`config.mk`:
```
export PLATFORM = sky130hd
export DESIGN_NAME = id_stage
export DESIGN_NICKNAME = d
export VERILOG_FILES = /design/src/rtl/id_stage.sv
export SDC_FILE = /design/constraint.sdc
export NUM_CORES = 1
export LEC_CHECK = 0
export CAP_MARGIN = 20
export CORE_AREA = 2 2 151 153
export CTS_CLUSTER_SIZE = 30
export DETAILED_ROUTE_END_ITERATION = 7
export DIE_AREA = 0 0 153 155
export MAX_ROUTING_LAYER = met4
export PLACE_DENSITY_LB_ADDON = 0.1
export SYNTH_ARGS = -nofsm -noshare
export SYNTH_HDL_FRONTEND = slang
export SYNTH_SLANG_ARGS = --single-unit
export TNS_END_PERCENT = 100
```
`constraint.sdc`:
```
create_clock -name clk -period 4.08 [get_ports clk]
set_clock_uncertainty 0.15 [all_clocks]
set_input_delay 1.02 -clock clk [delete_from_list [all_inputs] [get_ports clk]]
set_output_delay 1.02 -clock clk [all_outputs]
set_load 0.01 [all_outputs]
```
`src/rtl/id_stage.sv`:
```
// Registered decode stage: decode, operand select with EX/MEM forwarding, load-use stall,
// ID/EX valid/ready register. Define ID_FWD_EN for forwarding; otherwise stall on any RAW.
module id_stage #(
  parameter int unsigned DW  = 32,
  parameter int unsigned PCW = 32,
  parameter int unsigned SCW = 16
) (
  input  logic           clk,
  input  logic           rst,
  input  logic [PCW-1:0] pc_i,
  input  logic [63:0]    inst_i,
  input  logic           inst_valid_i,
  output logic           inst_ready_o,
  output logic           reg1_read_o,
  output logic           reg2_read_o,
  output logic [4:0]     reg1_addr_o,
  output logic [4:0]     reg2_addr_o,
  input  logic [DW-1:0]  reg1_data_i,
  input  logic [DW-1:0]  reg2_data_i,
  input  logic           ex_wreg_i,
  input  logic [4:0]     ex_wd_i,
  input  logic [DW-1:0]  ex_wdata_i,
  input  logic           ex_is_load_i,
  input  logic           mem_wreg_i,
  input  logic [4:0]     mem_wd_i,
  input  logic [DW-1:0]  mem_wdata_i,
  input  logic           flush_i,
  input  logic           ex_ready_i,
  output logic           valid_o,
  output logic [7:0]     aluop_o,
  output logic [2:0]     alusel_o,
  output logic [DW-1:0]  reg1_o,
  output logic [DW-1:0]  reg2_o,
  output logic [4:0]     wd_o,
  output logic           wreg_o,
  output logic [PCW-1:0] pc_o,
  output logic           illegal_o,
  output logic [SCW-1:0] stall_cnt_o
);

  localparam logic [3:0] MemSreg     = 4'h1;
  localparam logic [3:0] MemDreg     = 4'h2;
  localparam logic [7:0] ExeNopOp    = 8'h00;
  localparam logic [7:0] ExeShrOp    = 8'h02;
  localparam logic [7:0] ExeSarOp    = 8'h03;
  localparam logic [7:0] ExeAndOp    = 8'h24;
  localparam logic [7:0] ExeOrOp     = 8'h25;
  localparam logic [7:0] ExeXorOp    = 8'h26;
  localparam logic [7:0] ExeNotOp    = 8'h27;
  localparam logic [7:0] ExeShlOp    = 8'h7c;
  localparam logic [2:0] ExeResNop   = 3'b000;
  localparam logic [2:0] ExeResLogic = 3'b001;
  localparam logic [2:0] ExeResShift = 3'b010;

  logic [3:0] mem_f;
  logic [7:0] op_f;
  logic [4:0] wd_f, rs1, rs2;
  logic       is_dreg;

  assign mem_f   = inst_i[63:60];
  assign op_f    = inst_i[59:52];
  assign wd_f    = inst_i[51:47];
  assign rs1     = inst_i[46:42];
  assign rs2     = inst_i[41:37];
  assign is_dreg = (mem_f == MemDreg);

  logic [7:0]    dec_aluop;
  logic [2:0]    dec_alusel;
  logic          dec_wreg, dec_illegal, rd1_en, rd2_en;
  logic [DW-1:0] imm;

  always_comb begin
    dec_aluop   = ExeNopOp;
    dec_alusel  = ExeResNop;
    dec_wreg    = 1'b0;
    dec_illegal = 1'b1;
    rd1_en      = 1'b0;
    rd2_en      = 1'b0;
    imm         = '0;
    if (mem_f == MemSreg || mem_f == MemDreg) begin
      case (op_f)
        ExeOrOp, ExeAndOp, ExeXorOp, ExeNotOp: begin
          dec_alusel  = ExeResLogic;
          dec_illegal = 1'b0;
        end
        ExeShlOp, ExeShrOp, ExeSarOp: begin
          dec_alusel  = ExeResShift;
          dec_illegal = 1'b0;
        end
        default: ;
      endcase
      if (!dec_illegal) begin
        dec_aluop  = op_f;
        dec_wreg   = 1'b1;
        rd1_en     = 1'b1;
        rd2_en     = is_dreg;
        imm[31:0]  = inst_i[41:10];
        if (op_f == ExeNotOp) begin
          if (is_dreg) begin
            rd2_en = 1'b0;
          end else begin
            rd1_en     = 1'b0;
            imm        = '0;
            imm[30:0]  = inst_i[46:16];
          end
        end else if (op_f == ExeSarOp) begin
          imm       = '0;
          imm[4:0]  = inst_i[41:37];
        end
      end
    end
  end

  logic [DW-1:0] op1, op2;

  always_comb begin
    op1 = reg1_data_i;
    if (!rd1_en) op1 = imm;
    else if (rs1 == 5'd0) op1 = '0;
`ifdef ID_FWD_EN
    else if (ex_wreg_i && ex_wd_i == rs1) op1 = ex_wdata_i;
    else if (mem_wreg_i && mem_wd_i == rs1) op1 = mem_wdata_i;
`endif
    op2 = reg2_data_i;
    if (!rd2_en) op2 = imm;
    else if (rs2 == 5'd0) op2 = '0;
`ifdef ID_FWD_EN
    else if (ex_wreg_i && ex_wd_i == rs2) op2 = ex_wdata_i;
    else if (mem_wreg_i && mem_wd_i == rs2) op2 = mem_wdata_i;
`endif
  end

  logic           valid_q, valid_d;
  logic [7:0]     aluop_q, aluop_d;
  logic [2:0]     alusel_q, alusel_d;
  logic [DW-1:0]  reg1_q, reg1_d, reg2_q, reg2_d;
  logic [4:0]     wd_q, wd_d;
  logic           wreg_q, wreg_d, illegal_q, illegal_d;
  logic [PCW-1:0] pc_q, pc_d;
  logic [SCW-1:0] stall_cnt_q, stall_cnt_d;
  logic           hazard, adv, accept;

`ifdef ID_FWD_EN
  assign hazard = valid_q && ex_is_load_i && ex_wreg_i && (ex_wd_i != 5'd0) &&
                  ((rd1_en && ex_wd_i == rs1) || (rd2_en && ex_wd_i == rs2));
`else
  // Without forwarding, any pending write to a read operand must retire first.
  assign hazard =
      (rd1_en && rs1 != 5'd0 && ((ex_wreg_i && ex_wd_i == rs1) || (mem_wreg_i && mem_wd_i == rs1))) ||
      (rd2_en && rs2 != 5'd0 && ((ex_wreg_i && ex_wd_i == rs2) || (mem_wreg_i && mem_wd_i == rs2)));
  logic unused_fwd;
  assign unused_fwd = ^{ex_is_load_i, ex_wdata_i, mem_wdata_i};
`endif

  logic unused_inst;
  assign unused_inst = ^inst_i[9:0];

  assign adv          = !valid_q || ex_ready_i;
  assign inst_ready_o = !rst && (flush_i || (adv && !hazard));
  assign accept       = inst_valid_i && inst_ready_o;

  always_comb begin
    valid_d     = valid_q;
    aluop_d     = aluop_q;
    alusel_d    = alusel_q;
    reg1_d      = reg1_q;
    reg2_d      = reg2_q;
    wd_d        = wd_q;
    wreg_d      = wreg_q;
    pc_d        = pc_q;
    illegal_d   = illegal_q;
    stall_cnt_d = stall_cnt_q;
    if (flush_i) begin
      valid_d = 1'b0;
    end else if (adv) begin
      valid_d = accept;
      if (accept) begin
        aluop_d   = dec_aluop;
        alusel_d  = dec_alusel;
        reg1_d    = op1;
        reg2_d    = op2;
        wd_d      = wd_f;
        wreg_d    = dec_wreg;
        pc_d      = pc_i;
        illegal_d = dec_illegal;
      end
    end
    if (inst_valid_i && hazard && !flush_i && stall_cnt_q != {SCW{1'b1}}) begin
      stall_cnt_d = stall_cnt_q + SCW'(1);
    end
  end

  always_ff @(posedge clk) begin
    if (rst) begin
      valid_q     <= 1'b0;
      aluop_q     <= ExeNopOp;
      alusel_q    <= ExeResNop;
      reg1_q      <= '0;
      reg2_q      <= '0;
      wd_q        <= '0;
      wreg_q      <= 1'b0;
      pc_q        <= '0;
      illegal_q   <= 1'b0;
      stall_cnt_q <= '0;
    end else begin
      valid_q     <= valid_d;
      aluop_q     <= aluop_d;
      alusel_q    <= alusel_d;
      reg1_q      <= reg1_d;
      reg2_q      <= reg2_d;
      wd_q        <= wd_d;
      wreg_q      <= wreg_d;
      pc_q        <= pc_d;
      illegal_q   <= illegal_d;
      stall_cnt_q <= stall_cnt_d;
    end
  end

  assign reg1_read_o = rd1_en;
  assign reg2_read_o = rd2_en;
  assign reg1_addr_o = rs1;
  assign reg2_addr_o = rs2;
  assign valid_o     = valid_q;
  assign aluop_o     = aluop_q;
  assign alusel_o    = alusel_q;
  assign reg1_o      = reg1_q;
  assign reg2_o      = reg2_q;
  assign wd_o        = wd_q;
  assign wreg_o      = wreg_q;
  assign pc_o        = pc_q;
  assign illegal_o   = illegal_q;
  assign stall_cnt_o = stall_cnt_q;

endmodule

```
==> metrics.txt, run 1 <==
Cell Pwr Density 309 mW/mm2; Clock transition at path regs 0.05 ns; Hold Path Cell Cnt 2; Via density 5.41; final hold violation count 0; DRT iter0 DRCs 465; number of flops mapped to enable cells by yosys 0; top cell type's share of synthesized area 0.382; Worst Hold Launch aluop_o[7]$_SDFFE_PP0P_; worst path cell trace clkdlybuf4s50_1, xnor2_1, nand4_1, o22ai_1, a32oi_4, a21oi_2, nor2_1, buf_4; Synth Register Bits 130; antenna cells 0; outcome completed; wire per inst 20.3 um; DRC 0; Synth top cells by count a21oi_1, dfxtp_1, nand2_1; CTS max path bufs 2; Yosys cell types 50; f_max ~250 MHz; fill count around 2,100; maximum VDD drop between 0.2 and 0.25 mV; GRT overflow 0; number of I/O pins a little under 400; Worst Reg-to-Reg Cells 7; yosys warns 0; area leader, netlist dfxtp_1; max incr delay on CP 0.66 ns; layout overhead on the synthesized area 63.3%; drt total wl 29,700 um; kind of critical path in2out; vias in the first global route 7,615; syn nets 1,116; DR pass1 iterations 5; largest net degree at the start of global routing a little under 100; worst slew pin tran 0.949 ns; Placer Congestion 0.874; final setup fails 0; layout cells sized above 1 0.106; Synth Instances approximately 870; CTS Buf Count 17; Critical Path RT 2.91 ns; Placement Cell Area ~0.010 mm2; RR Endpoint stall_cnt_o[5]$_SDFFE_PP0P_; first-pass GRT wire length 45,200 um; crit end category output port; Leak 3.80 nW; Die H 155 um; via count 7,926; Starting Density 0.306; PortBufs 309; Min-Delay Path Class reg2reg; Tmin final around 4.0 ns; core area 0.0222 mm2; Slew headroom 0.367; clock sinks 130; CTS H-tree lvls 4; DIE AREA 0.0237 mm2; Max-cap violations 0; dpl hpwl around 21,000 um; Tcrit/Tclk final 0.990; worst reg2reg startpoint stall_cnt_o[0]$_SDFFE_PP0P_; Hold Crit Endpoint aluop_o[7]$_SDFFE_PP0P_; slowest CP cell clkdlybuf4s50_1; Layout Utilization 0.500; RSZ-0062 raised after global routing yes; initial antenna violation count 0; Site Rows 55; TritonCTS clock tree done; FFs w/ async S/R, synth 0; CTS root buf clkbuf_16; max-slew violation count 0; Mapped Area 0.00681 mm2; count leader, synth a21oi_1; gr usage total 0.250; Worst-Skew Late Latency between 0.4 and 0.5 ns; CP arrival 2.87 ns; Syn Area/Cell around 8 um2; R2R Setup Slk 1.55 ns; final non-filler cell area 0.0111 mm2; startpoint type of the worst setup path primary input; Seq/Total Area, Yosys 0.382; CP max FO 5; top_reg_cell synth dfxtp_1; nets 1,409; largest cells by area after synthesis dfxtp_1, a21oi_1, a211oi_1; die span in x 153 um; ANT nets after route 0
-- per-stage QoR --
stage                     hold WS (ns)  cells   TNS, ns  power, mW  worst slack, ns
after floorplan                  0.303    873         0       1.56           0.0366
after global placement           0.269   1431    -25.97       1.92           -0.595
after detailed placement         0.276   1431    -27.49       1.92           -0.637
after CTS                        0.285   1464    -0.164       3.47           -0.164
after global routing             0.319   1464  -0.00809       3.58         -0.00809
final                            0.283   1464         0       3.44           0.0411
-- worst max path at each step --
stage	startpoint	to	slack (ns)
global placement	inst_i[60]	inst_ready_o	-0.60
global route	inst_i[46]	inst_ready_o	-0.008
finish	inst_i[46]	inst_ready_o	0.04
floorplan	inst_i[60]	inst_ready_o	0.04
CTS	inst_i[60]	inst_ready_o	-0.16
detailed placement	inst_i[42]	reg1_o[12]$_SDFFE_PP0P_	-0.64
-- sequential cells by signal, summed over array words and instances, names as in the netlist --
name / flops
valid_o: 1
wreg_o: 1
stall_cnt_o: 16
illegal_o: 1
reg1_o: 32
wd_o: 5
pc_o: 32
alusel_o: 2
aluop_o: 8
reg2_o: 32
-- logic make-up (layout without fill, tap and decap cells) --
family	Yosys count	after routing	share of synthesized area
AO/OA/AOI/OAI	342	342	0.319
buffers and inverters	107	413	0.0675
XOR/XNOR	21	21	0.0270
other	1	1	0.000551
flip-flops	130	130	0.382
adder cells (fa/ha/maj)	1	1	0.00184
AND/OR/NAND/NOR	266	266	0.194
multiplexers	5	5	0.00790
-- cell usage in the layout, fill, tap and decap left out, types with 3 or more instances in the layout --
cell	count
o31ai_1	11
clkinvlp_4	3
a221oi_1	4
and3_1	3
xnor2_1	20
and2_1	3
a211oi_1	53
or4_1	14
o22ai_1	7
nand2b_1	5
clkbuf_16	17
nor2b_1	10
o21ai_0	52
nand3_1	62
inv_6	6
nor3_1	28
nor2_2	3
a22oi_1	21
a32o_1	17
clkdlybuf4s50_1	293
dlymetal6s2s_1	10
a21oi_1	140
dfxtp_1	130
a311oi_1	12
buf_12	7
a21o_1	11
dlygate4sd2_1	3
and4_1	3
nand2_1	87
buf_4	63
nand3b_1	4
nand4_1	10
nor2_1	18
-- cell type report --
type | count | area [um2] | share of cell area
flip-flops and latches | 130 | 2600 | 0.234
inverters | 2 | 7.51 | 0.000675
multi-input cells | 636 | 3830 | 0.345
well taps | 285 | 357 | 0.0321
clock inverters | 13 | 149 | 0.0134
clock buffers | 19 | 433 | 0.0389
repair buffers | 379 | 3730 | 0.336
-- power breakdown --
group | internal [mW] | switching (mW) | leakage [nW] | total, mW
clock | 0.911 | 0.634 | 0.276 | 1.55
sequential | 1.31 | 0.0227 | 1.06 | 1.34
combinational | 0.316 | 0.244 | 2.47 | 0.560
total | 2.54 | 0.900 | 3.80 | 3.44
-- metal layers --
metal	up-vias	global-route usage	wire, um
met5	-	-	0
met4	0	0.0608	444
met3	31	0.0565	2160
met2	321	0.401	14200
met1	3729	0.322	13000
li1	3845	-	-
-- timing repair --
action	in CTS	in global routing
resized for setup	12	25
hold buffers	0	0
buffers inserted	1	1
endpoints found under the setup margin	43	42
cloned	0	0
pin swaps	2	6
-- worst max-delay path: cells and delay by family --
| kind | cells | cell delay [ns] |
|---|---|---|
| buffers and inverters | 2 | 0.82 |
| AO/OA/AOI/OAI | 3 | 0.66 |
| AND/OR/NAND/NOR | 2 | 0.19 |
| XOR/XNOR | 1 | 0.16 |
No activity file was read; power rests on OpenSTA's default activity.
==> run 2: changes to the inputs <==
- clock period: 4.08 -> 5.2 ns (I/O delays scaled with it)
==> run 2 against run 1 <==
  * Final cell count shrank 1.7%
  * Global-route usage is 0.21 points lower
  * Die area unchanged
  * First-iteration DRC count up 16%
  * Critical path type unchanged
  * Worst hold slack about the same
  * Via count is 1.1% lower
  * Register-to-register slack gained 1.3 ns
  * Core utilization down 1.4 points
  * Routed wire length is 0.27% lower
  * Count of clock-buffer cells in the layout down 1
==> metrics.txt, run 2 (synthesized netlist as in run 1, its figures left out) <==
outcome completed; WP buf/inv 3; nets 1,384; Post-CTS Setup Inserts 0; wire per inst roughly 20 um; max incr delay on CP ~0.60 ns; Critical Path RT 3.75 ns; clock sinks 130; via count 7,842; Die H roughly 160 um; maximum VDD drop 0.169 mV; Clk pwr share 0.457; layout overhead on the synthesized area 58.6%; CTS root buf clkbuf_16; final setup fails 0; Total Power 2.72 mW; Via density 5.45; Cell Pwr Density 252 mW/mm2; Comb pwr share 0.158; DRC 0; CTS hold repair buffers 0; worst path cell trace clkdlybuf4s50_1, or4_1, or2_2, o22ai_1, buf_4, a32oi_4, a21oi_1, nor2_1, dlygate4sd2_1; antenna cells 0; kind of critical path in2out; DIE AREA 0.0237 mm2; number of I/O pins 386; dpl hpwl 20,500 um; Worst Hold Launch aluop_o[7]$_SDFFE_PP0P_; CTS H-tree lvls 4; CP max FO 4; R2R Setup Slk 2.82 ns; Worst-Skew Late Latency 0.41 ns; first-pass GRT wire length 44,900 um; Leak around 3.6 nW; final hold violation count 0; Hold Crit Endpoint aluop_o[7]$_SDFFE_PP0P_; startpoint type of the worst setup path primary input; Placer Congestion 0.860; Max-cap violations 0; crit end category output port; GRT overflow 0; worst slew pin tran roughly 1.0 ns; Placement Cell Area 0.0102 mm2; initial antenna violation count 0; die span in x 153 um; sequential cell fraction of total power 0.385; gr usage total 0.248; switching power 0.727 mW; CP arrival 3.64 ns; Starting Density 0.306; CTS Buf Count 17; Hold Path Cell Cnt 2; CTS max path bufs 2; switching share of power 0.267; commonest cells after routing, fill and taps aside clkdlybuf4s50_1, a21oi_1, dfxtp_1, nand2_1, nand3_1; core area 0.0222 mm2; vias in the first global route 7,534; layout cells sized above 1 0.0789; Largest delay share family, worst path simple AND/OR/NAND/NOR gates; DR pass1 iterations 5; Power Internal 1.99 mW; TNS Setup 0 ns; PortBufs 309; Min-Delay Path Class reg2reg; RSZ-0062 raised after global routing no; ANT nets after route 0; Layout Utilization 0.486; Clock transition at path regs 0.06 ns; slowest CP cell or4_1; RR Endpoint reg2_o[24]$_SDFFE_PP0P_; Tmin final 5.09 ns; Tcrit/Tclk final 0.979; Site Rows 55; f_max 196 MHz; Worst Reg-to-Reg Cells 5; final non-filler cell area ~0.011 mm2; drt total wl 29,600 um; commonest non-fill, non-tap cell in the layout clkdlybuf4s50_1; max-slew violation count 0; Slew headroom 0.321; largest net degree at the start of global routing 90; Hold WS 0.283 ns; DRT iter0 DRCs between 500 and 600; TritonCTS clock tree done; worst reg2reg startpoint valid_o$_SDFFE_PP0N_
## run 2: changes by cell type in the layout (fill, tap and decap cells not counted), sizes merged
cell           delta
dlymetal6s2s     -10
dlygate4sd2       -2
clkbuf            -1
clkdlybuf4s15     -1
clkinvlp          -3
clkdlybuf4s50    +14
inv               +1
clkinv            +3
buf              -26
## run 2: tightest hold or removal path, stage by stage, from the launching register on
cell and delay (ns):
dfxtp_1 0.31, inv_1 0.05, a311oi_1 0.03
## run 2: cell type report
class	instances	area [um2]
clock buffers	18	429
clock inverters	14	168
fillers	2218	11400
inverters	2	7.51
multi-input cells	636	3790
flip-flops and latches	130	2600
well taps	285	357
repair buffers	354	3440
## run 2: routing by layer
| layer | track usage | vias up | wire, um |
|---|---|---|---|
| li1 | - | 3797 | - |
| met4 | 0.0816 | 0 | 740 |
| met2 | 0.382 | 280 | 13400 |
| met3 | 0.0811 | 31 | 2400 |
| met5 | - | - | 0 |
| met1 | 0.308 | 3734 | 13100 |
## run 2: how the worst max path moves through the flow
stage	startpoint	end	slack, ns	cells past startpoint
floorplan	inst_i[60]	inst_ready_o	0.40	10
global placement	inst_i[42]	aluop_o[0]$_SDFFE_PP0P_	-0.12	9
detailed placement	inst_i[42]	aluop_o[0]$_SDFFE_PP0P_	-0.14	9
CTS	inst_i[56]	reg1_read_o	0.02	8
global route	inst_i[53]	inst_ready_o	0.01	8
finish	inst_i[55]	inst_ready_o	0.11	9
## run 2: power by group through the flow
stage / clock network, mW / registers (mW) / logic [mW]
6_report: 1.24 / 1.05 / 0.430
3_5_place_dp: 0 / 1.07 / 0.429
5_1_grt: 1.31 / 1.05 / 0.460
3_3_place_gp: 0 / 1.07 / 0.428
2_1_floorplan: 0 / 1.08 / 0.139
4_1_cts: 1.27 / 1.05 / 0.431
## run 2: timing repair
action,4_1_cts,5_1_grt
gates resized for setup,1,3
endpoints found under the setup margin,1,2
pin swaps,1,2
## run 2: metrics by stage
step           std cells  setup WS [ns]
3_3_place_gp        1407         -0.122
6_report            1439          0.110
5_1_grt             1439         0.0106
2_1_floorplan        873          0.400
3_5_place_dp        1407         -0.138
4_1_cts             1439         0.0218
